`src/rtl/cpu_pkg.sv`:
```
// ALU control codes, ALUOp and R-type opcode encodings, and the ID/EX entry type
// shared by the decode->execute stage and the single-cycle datapath.
package cpu_pkg;

  localparam int EX_DW = 64;
  localparam int EX_RW = 5;

  localparam logic [3:0] ALU_ADD = 4'b0010;
  localparam logic [3:0] ALU_SUB = 4'b0110;
  localparam logic [3:0] ALU_AND = 4'b0000;
  localparam logic [3:0] ALU_ORR = 4'b0001;
  localparam logic [3:0] ALU_ILL = 4'b1111;

  typedef enum logic [1:0] {
    ALUOP_LDST  = 2'b00,
    ALUOP_CBZ   = 2'b01,
    ALUOP_RTYPE = 2'b10,
    ALUOP_ILL   = 2'b11
  } alu_op_e;

  localparam logic [10:0] OPC_ADD = 11'b10001011000;
  localparam logic [10:0] OPC_SUB = 11'b11001011000;
  localparam logic [10:0] OPC_AND = 11'b10001010000;
  localparam logic [10:0] OPC_ORR = 11'b10101010000;

  typedef struct packed {
    logic [EX_DW-1:0] data1;
    logic [EX_DW-1:0] data2;
    logic [3:0]       control;
    logic [EX_RW-1:0] rd;
    logic             err;
  } ex_entry_t;

  // Idle register contents: zero data with an ADD control so the ALU sees a harmless op.
  localparam ex_entry_t RESET_ENTRY = '{data1: '0, data2: '0, control: ALU_ADD, rd: '0, err: 1'b0};

endpackage

```
`src/rtl/id_ex_stage_if.sv`:
```
// Upstream/downstream handshake bundle of the ID/EX stage; the stage uses the
// slave view, the decode-side driver and ALU-side consumer together use master.
interface id_ex_stage_if
  import cpu_pkg::*;
#(
  parameter int DW = EX_DW,
  parameter int RW = EX_RW
);
  logic          in_valid;
  logic          in_ready;
  logic [DW-1:0] in_data1;
  logic [DW-1:0] in_data2;
  logic [DW-1:0] in_imm;
  logic          in_alu_src;
  logic [1:0]    in_alu_op;
  logic [10:0]   in_opcode;
  logic [RW-1:0] in_rd;
  logic          flush;
  logic          out_valid;
  logic          out_ready;
  logic [DW-1:0] out_data1;
  logic [DW-1:0] out_data2;
  logic [3:0]    out_control;
  logic [RW-1:0] out_rd;
  logic          out_err;

  modport master (
    output in_valid, in_data1, in_data2, in_imm, in_alu_src, in_alu_op, in_opcode, in_rd,
    output flush, out_ready,
    input  in_ready, out_valid, out_data1, out_data2, out_control, out_rd, out_err
  );

  modport slave (
    input  in_valid, in_data1, in_data2, in_imm, in_alu_src, in_alu_op, in_opcode, in_rd,
    input  flush, out_ready,
    output in_ready, out_valid, out_data1, out_data2, out_control, out_rd, out_err
  );
endinterface

```
`src/rtl/alu_ctrl_dec.sv`:
```
// Combinational ALU control decoder: ALUOp plus instruction[31:21] to 4-bit
// ALU control, flagging unsupported combinations with err.
module alu_ctrl_dec
  import cpu_pkg::*;
(
  input  logic [1:0]  alu_op_i,
  input  logic [10:0] opcode_i,
  output logic [3:0]  control_o,
  output logic        err_o
);

  always_comb begin
    control_o = ALU_ILL;
    err_o     = 1'b1;
    case (alu_op_i)
      ALUOP_LDST: begin
        control_o = ALU_ADD;
        err_o     = 1'b0;
      end
      ALUOP_CBZ: begin
        control_o = ALU_SUB;
        err_o     = 1'b0;
      end
      ALUOP_RTYPE: begin
        err_o = 1'b0;
        case (opcode_i)
          OPC_ADD: control_o = ALU_ADD;
          OPC_SUB: control_o = ALU_SUB;
          OPC_AND: control_o = ALU_AND;
          OPC_ORR: control_o = ALU_ORR;
          default: err_o = 1'b1;
        endcase
      end
      default: ;
    endcase
  end

endmodule

```
`src/rtl/id_ex_stage.sv`:
```
// Decode->execute stage: operand-B mux, ALU control decode and a 2-entry skid buffer
// with registered in_ready. Optional macro STALL_CNT_EN adds a saturating stall counter.
module id_ex_stage
  import cpu_pkg::*;
#(
  parameter int DW = EX_DW,
  parameter int RW = EX_RW
`ifdef STALL_CNT_EN
  , parameter int CNTW = 32
`endif
) (
  input  logic             clk,
  input  logic             reset,
  id_ex_stage_if.slave     bus
`ifdef STALL_CNT_EN
  , output logic [CNTW-1:0] stall_cnt
`endif
);

  logic [DW-1:0] opB;
  logic [RW-1:0] rdIn;
  logic [3:0]    decControl;
  logic          decErr;
  ex_entry_t     inEntry;
  logic          accept;
  logic          emit;

  ex_entry_t mainEntry_q, mainEntry_d;
  ex_entry_t skidEntry_q, skidEntry_d;
  logic      mainValid_q, mainValid_d;
  logic      skidValid_q, skidValid_d;
  logic      inReady_q;

  alu_ctrl_dec u_dec (
    .alu_op_i  (bus.in_alu_op),
    .opcode_i  (bus.in_opcode),
    .control_o (decControl),
    .err_o     (decErr)
  );

  assign opB     = bus.in_alu_src ? bus.in_imm : bus.in_data2;
  assign rdIn    = bus.in_rd;
  assign inEntry = '{data1: bus.in_data1, data2: opB, control: decControl, rd: rdIn, err: decErr};
  assign accept  = bus.in_valid & inReady_q;
  assign emit    = mainValid_q & bus.out_ready;

  // Skid entry always has priority into main so ordering stays FIFO.
  always_comb begin
    mainEntry_d = mainEntry_q;
    mainValid_d = mainValid_q;
    skidEntry_d = skidEntry_q;
    skidValid_d = skidValid_q;
    if (bus.flush) begin
      mainValid_d = 1'b0;
      skidValid_d = 1'b0;
    end else if (!mainValid_q || emit) begin
      if (skidValid_q) begin
        mainEntry_d = skidEntry_q;
        mainValid_d = 1'b1;
        skidValid_d = accept;
        if (accept) skidEntry_d = inEntry;
      end else begin
        mainValid_d = accept;
        if (accept) mainEntry_d = inEntry;
      end
    end else if (accept) begin
      skidEntry_d = inEntry;
      skidValid_d = 1'b1;
    end
  end

  always_ff @(posedge clk) begin
    if (reset) begin
      mainEntry_q <= RESET_ENTRY;
      skidEntry_q <= RESET_ENTRY;
      mainValid_q <= 1'b0;
      skidValid_q <= 1'b0;
      inReady_q   <= 1'b0;
    end else begin
      mainEntry_q <= mainEntry_d;
      skidEntry_q <= skidEntry_d;
      mainValid_q <= mainValid_d;
      skidValid_q <= skidValid_d;
      inReady_q   <= !skidValid_d;
    end
  end

  assign bus.in_ready    = inReady_q;
  assign bus.out_valid   = mainValid_q;
  assign bus.out_data1   = mainEntry_q.data1;
  assign bus.out_data2   = mainEntry_q.data2;
  assign bus.out_control = mainEntry_q.control;
  assign bus.out_rd      = mainEntry_q.rd;
  assign bus.out_err     = mainEntry_q.err;

`ifdef STALL_CNT_EN
  logic [CNTW-1:0] stallCnt_q, stallCnt_d;

  // Counts cycles the ALU side holds back a valid entry; sticks at all-ones.
  always_comb begin
    stallCnt_d = stallCnt_q;
    if (mainValid_q && !bus.out_ready && (stallCnt_q != '1))
      stallCnt_d = stallCnt_q + CNTW'(1);
  end

  always_ff @(posedge clk) begin
    if (reset) stallCnt_q <= '0;
    else       stallCnt_q <= stallCnt_d;
  end

  assign stall_cnt = stallCnt_q;
`endif

endmodule
```
`src/flat_wrapper.sv`:
```
// flat-port wrapper written by rule: the top's interface ports become plain ports
module id_ex_stage_flat import cpu_pkg::*;
#(
  parameter int DW = EX_DW,
  parameter int RW = EX_RW

)
  (clk, reset, bus_in_valid, bus_in_data1, bus_in_data2, bus_in_imm, bus_in_alu_src, bus_in_alu_op, bus_in_opcode, bus_in_rd, bus_flush, bus_out_ready, bus_in_ready, bus_out_valid, bus_out_data1, bus_out_data2, bus_out_control, bus_out_rd, bus_out_err);
  id_ex_stage_if #(.DW(DW), .RW(RW)) bus_i ();
  input  logic clk;
  input  logic reset;
  input wire logic [$bits(bus_i.in_valid)-1:0] bus_in_valid;
  input wire logic [$bits(bus_i.in_data1)-1:0] bus_in_data1;
  input wire logic [$bits(bus_i.in_data2)-1:0] bus_in_data2;
  input wire logic [$bits(bus_i.in_imm)-1:0] bus_in_imm;
  input wire logic [$bits(bus_i.in_alu_src)-1:0] bus_in_alu_src;
  input wire logic [$bits(bus_i.in_alu_op)-1:0] bus_in_alu_op;
  input wire logic [$bits(bus_i.in_opcode)-1:0] bus_in_opcode;
  input wire logic [$bits(bus_i.in_rd)-1:0] bus_in_rd;
  input wire logic [$bits(bus_i.flush)-1:0] bus_flush;
  input wire logic [$bits(bus_i.out_ready)-1:0] bus_out_ready;
  output wire logic [$bits(bus_i.in_ready)-1:0] bus_in_ready;
  output wire logic [$bits(bus_i.out_valid)-1:0] bus_out_valid;
  output wire logic [$bits(bus_i.out_data1)-1:0] bus_out_data1;
  output wire logic [$bits(bus_i.out_data2)-1:0] bus_out_data2;
  output wire logic [$bits(bus_i.out_control)-1:0] bus_out_control;
  output wire logic [$bits(bus_i.out_rd)-1:0] bus_out_rd;
  output wire logic [$bits(bus_i.out_err)-1:0] bus_out_err;
  assign bus_i.in_valid = bus_in_valid;
  assign bus_i.in_data1 = bus_in_data1;
  assign bus_i.in_data2 = bus_in_data2;
  assign bus_i.in_imm = bus_in_imm;
  assign bus_i.in_alu_src = bus_in_alu_src;
  assign bus_i.in_alu_op = bus_in_alu_op;
  assign bus_i.in_opcode = bus_in_opcode;
  assign bus_i.in_rd = bus_in_rd;
  assign bus_i.flush = bus_flush;
  assign bus_i.out_ready = bus_out_ready;
  assign bus_in_ready = bus_i.in_ready;
  assign bus_out_valid = bus_i.out_valid;
  assign bus_out_data1 = bus_i.out_data1;
  assign bus_out_data2 = bus_i.out_data2;
  assign bus_out_control = bus_i.out_control;
  assign bus_out_rd = bus_i.out_rd;
  assign bus_out_err = bus_i.out_err;
  id_ex_stage #(.DW(DW), .RW(RW)) u_core (.clk(clk), .reset(reset), .bus(bus_i));
endmodule
```
`config.mk`:
```
export PLATFORM = sky130hd
export DESIGN_NAME = id_ex_stage_flat
export DESIGN_NICKNAME = d
export VERILOG_FILES = /design/src/rtl/cpu_pkg.sv /design/src/rtl/id_ex_stage_if.sv /design/src/rtl/alu_ctrl_dec.sv /design/src/rtl/id_ex_stage.sv /design/src/flat_wrapper.sv
export SDC_FILE = /design/constraint.sdc
export NUM_CORES = 1
export LEC_CHECK = 0
export CAP_MARGIN = 10
export CORE_ASPECT_RATIO = 1.5
export CORE_MARGIN = 1
export CORE_UTILIZATION = 51
export CTS_CLUSTER_DIAMETER = 30
export DETAILED_ROUTE_END_ITERATION = 12
export PLACE_DENSITY_LB_ADDON = 0.1
export SYNTH_ARGS = -nofsm -noshare
export SYNTH_HDL_FRONTEND = slang
export SYNTH_SLANG_ARGS = --single-unit
```
`constraint.sdc`:
```
create_clock -name clk -period 2.5 [get_ports clk]
set_clock_uncertainty 0.15 [all_clocks]
set_input_delay 0.5 -clock clk [delete_from_list [all_inputs] [get_ports clk]]
set_output_delay 0.5 -clock clk [all_outputs]
set_load 0.005 [all_outputs]
```
---- After elaboration in Yosys (flattened, before gate mapping) ----
Cells that the tools add are included.
storage, ports and cells
  output and inout bits ................... 140
  logic and storage cells ................. 48
  input port bits ......................... 216
  register bits ........................... 279
cells by class
  mux-type cells .......................... 15
  reductions and logical operators ........ 10
  bitwise operators ....................... 3
  eq/ne operators ......................... 7
operators by type and width
  kind                                                             number
  138-bit 2-to-1 mux                                               5
  64-bit 2-to-1 mux                                                1
  11-bit == test, second input constant                            4
  4-bit one-hot mux with 4 select lines                            1
  4-bit one-hot mux with 3 select lines                            1
  1-bit 2-to-1 mux                                                 6
  2-bit OR reduction                                               2
  4-bit OR reduction                                               1
  3-bit AND reduction                                              1
  1-bit bitwise AND                                                2
  2-bit by 1-bit == test with 1-bit output, second input constant  1
  2-bit == test, second input constant                             1
  1-bit logical NOT                                                2
  2-bit logical NOT                                                1
  2-bit by 1-bit != test with 1-bit output, second input constant  1
  1-bit one-hot mux with 2 select lines                            1
  2-bit AND reduction                                              1
  2-bit nonzero test                                               1
  1-bit logical OR                                                 1
  1-bit inverter                                                   1

---- Logic depth before layout (Yosys ltp) ----
  depth in word-level cells ............... 7
  depth in mapped cells ................... 7
  mapped depth without buffers ............ 4

---- Hierarchy ----
From an unflattened synthesis, not the netlist that was laid out.
second synthesis, totals
  cells, all modules ...................... 1383
  area total of the unflattened synthesis .. 11612.4 um^2
by module, submodules not included
  module        area an instance (um^2)  seq. area each (um^2)  times used  cells each
  id_ex_stage   11497.3                  5585.4                 1           1369
  alu_ctrl_dec  115.1                    0.0                    1           14

---- Least setup slack after synthesis ----
No wires, ideal clock.
  kind .................................... in2reg
  start ................................... input bus_flush
  end ..................................... register u_core.mainEntry_q, in the netlist u_core.bus.out_control[0]
  path buffers ............................ 3
  data required time ...................... 2.204 ns
  library setup time ...................... 0.146 ns
  arrival time ............................ 1.556 ns
  slack ................................... 0.648 ns
  stages on the path ...................... 6
  path through ............................ clkbuf_1 or3_1 buf_2 buf_2 a21oi_1 o22ai_1
between the ends
  cells in the longest elaborated chain, start to end .. 2
RTL lines
  item                                  RTL line            RTL
  start, declared                       flat_wrapper.sv:20  input wire logic [$bits(bus_i.flush)-1:0] bus_flush;
  1-bit inverter (no source line)       -
  3-bit AND reduction (no source line)  -
  end signal, assigned                  id_ex_stage.sv:80   mainEntry_q <= mainEntry_d;
  end, declared                         id_ex_stage.sv:28   ex_entry_t mainEntry_q, mainEntry_d;
No other way between the ends.
A chain may end at the register's enable or synchronous reset.

---- Worst setup path in the final report ----
  start ................................... register u_core.inReady_q, in the netlist u_core.bus.in_ready
  end ..................................... output bus_in_ready
RTL lines
  item                    RTL line            RTL
  start, declared         id_ex_stage.sv:32   logic inReady_q;
  start signal, assigned  id_ex_stage.sv:84   inReady_q <= !skidValid_d;
  end, declared           flat_wrapper.sv:22  output wire logic [$bits(bus_i.in_ready)-1:0] bus_in_ready;
No word-level cell between the ends.

==> run_results.csv <==
group,metric,value,unit
run_status,outcome,"completed",
power,power_density,672.8,nW/µm²
sta,holdWs,297.2,ps
clock_tree,cts_max_level,2,
setup_path,cpMaxStageDelayCell,"clkdlybuf4s50_1",
grt,grt_pass1_wl,51170,µm
setup_path,worst-setup-path-type,"flip-flop to output pin",
sta,slew_violations,0,
grt,grtUsageTotal,26.85,%
logic_synthesis,ys_seq_elements,279,
layout,antenna_cells,0,
clock_tree,cts_max_path_buffers,3,
logic_synthesis,synth_nets,1543,
drt,num_vias,10670,
drt,avgViaCountPerCell,5.490,
placement,preCtsSetupSlack,19.48,ps
floorplanning,dieArea,23140,µm²
logic_synthesis,syn_avg_cell_area,8.658,µm²
grt,gr-total-overflow,0,
clock_tree,post_cts_resize_count,0,
logic_synthesis,synthDistinctLibCells,34,
layout,regArea,5589,µm²
clock_tree,numCtsBuffers,39,
layout,final_nets,1859,
logic_synthesis,yosysTopAreaCellShare,48.62,%
drt,ant_nets,0,
setup_path,arrival,1410,ps
floorplanning,rows,66,
sta,rsz0062_at_grt,"no",
clock_tree,cts_tree,"done",
setup_path,crit_path_start_kind,"flip-flop",
clock_tree,path_clk_slew,50,ps
power,ir_drop,576.7,µV
floorplanning,die_h,185.8,µm
sta,tightest_slew,658.9,ps
run,drv_cap,0,
floorplanning,core_area,21880,µm²
placement,hpwlAfterDp,21660,µm
drt,drt-initial-drc-count,558,
clock_tree,cts.sinks,279,
drt,drc,0,
sta,period_share,82.49,%
placement,place_congestion,0.7509,
power,power_leakage,5.816,nW
layout,fin_cells,1944,
floorplanning,io_pins,356,
drt,dr.pass1.iters,5,
setup_path,crit_path_end_kind,"output pin",
grt,grt_antenna_before_repair,0,
sta,timing.final.ws_setup,437.9,ps
sta,fmax,0.4849,GHz
setup_path,path_cells,"clkdlybuf4s50_1",
sta,maxSlewHeadroom,56.07,%
setup_path,critPathTopFamily,"buffers and inverters",
logic_synthesis,yosysTopAreaCell,"dfxtp_1",
drt,routedWlPerCell,16.51,µm
grt,grt_max_degree,102,
drt,routed_wl,32100,µm
clock_tree,postCtsSetupRepairBufs,0,
floorplanning,dieWidth,124.5,µm
sta,tns,0,ps
grt,grt_pass1_vias,10190,
logic_synthesis,synth_top_cells_by_area,"dfxtp_1 (49%), mux2i_1 (12%), nand2_1 (9.0%), a211oi_1 (8.8%), a21oi_1 (6.1%)",
clock_tree,hold_buffers,0,
sta,setup_violations,0,
sta,period_needed,2062,ps
logic_synthesis,synth_cells,1327,
sta,hold_viol,0,
setup_path,critPathRequiredTime,1850,ps
min_path,hold_class,"flip-flop to flip-flop",
logic_synthesis,ys_warn_count,0,
logic_synthesis,yosysSeqAreaShare,48.62,%
clock_tree,clock_latency,490,ps
layout,multi_input_area,5349,µm²
layout,syn_to_final_growth,45.18,%
layout,fillerInstances,1599,
placement,port_buffers,355,
clock_tree,clock-root-buffer,"clkbuf_16",
floorplanning,initial_core_util,52.50,%
layout,layout-drive-gt1-share,6.998,%
setup_path,cp_slowest_stage_delay,550,ps
setup_path,cp_num_buf_inv,1,
logic_synthesis,synthesis.area,11490,µm²
placement,dp_cells,1874,
setup_path,crit_fanout,4,
path summary, 6_finish.rpt:
path / from / endpoint / slack (ps) / depth (start not counted)
setup / recovery: u_core.bus.in_ready / bus_in_ready / 440 / 1
hold / removal: u_core.bus.out_data2[6] / u_core.bus.out_data2[6] / 300 / 2
setup reg to reg: u_core.skidValid_q / u_core.skidEntry_q[98] / 620 / 5
hold reg to reg: u_core.bus.out_data2[6] / u_core.bus.out_data2[6] / 300 / 2
metal layers:
metal  vias to the layer above  routed length [µm]  global-route usage, %
met4                         0                1126                  10.65
met5                         -                   0                      0
met2                       351               16040                  48.40
li1                       5301                   -                      -
met1                      4948               12500                  30.59
met3                        72                2438                  6.122
cell type report:
class / instances / area share, %
clock buffers: 47 / 6.272
multi-input cells: 921 / 32.07
flip-flops and latches: 279 / 33.51
repair buffers: 397 / 24.40
inverters: 5 / 0.1275
clock inverters: 23 / 1.575
well taps: 272 / 2.041
per-stage QoR:
step	total power, W	cell area [µm²]	utilization [%]
after CTS	0.01130	16680	76.22
after detailed placement	0.005859	15370	70.23
after floorplan	0.005149	11490	-
final	0.01122	16680	76.22
after global placement	0.005838	15370	70.23
after global routing	0.01157	16680	76.22
cell families after synthesis:
logic type,synth area share (%)
buffers and inverters,4.955
multiplexers,11.68
flip-flops,48.62
AO/OA/AOI/OAI,19.97
AND/OR/NAND/NOR,14.78
where the power goes:
part	switching (W)	internal (W)
sequential	0.0000607	0.00456
clock	0.00202	0.00343
combinational	0.000479	0.000670
total	0.00256	0.00866
synthesized netlist by cell type (all sizes together):
library cell and instances:
a311oi 1, o21ai 4, inv 5, clkbuf 55, nand4b 1, nor3 4
nor4 2, mux2i 134, dfxtp 279, nand2b 2, and4b 1, or3 2
a21oi 141, o21bai 1, nand2 275, nor3b 1, a211oi 135, o22ai 1
o32ai 1, nand3 5, o311ai 3, a211o 1, nor2 138, a2111oi 1
o211ai 64, nor2b 1, buf 67, nand3b 2
tightest hold or removal path, cell delays in order, from the launching register on:
cell and delay (ps):
dfxtp_1 300, nand2_1 50, a21oi_1 50
registers in the layout (all words and copies together) (netlist names):
name	flops
u_core.bus.in_ready	1
u_core.skidValid_q	1
u_core.bus.out_data2	64
u_core.bus.out_control	4
u_core.bus.out_err	1
u_core.bus.out_data1	64
u_core.bus.out_valid	1
u_core.skidEntry_q	138
u_core.bus.out_rd	5
placed cells by master, fill, tap and decap left out, types with 27 or more instances in the layout:
cell and n:
clkdlybuf4s50_1 353, dfxtp_1 278, nand2_1 275, a21oi_1 141
nor2_1 138, mux2i_1 134, a211oi_1 134, o211ai_1 64
clkbuf_16 39, buf_4 27
No activity file was read; power rests on OpenSTA's default activity.
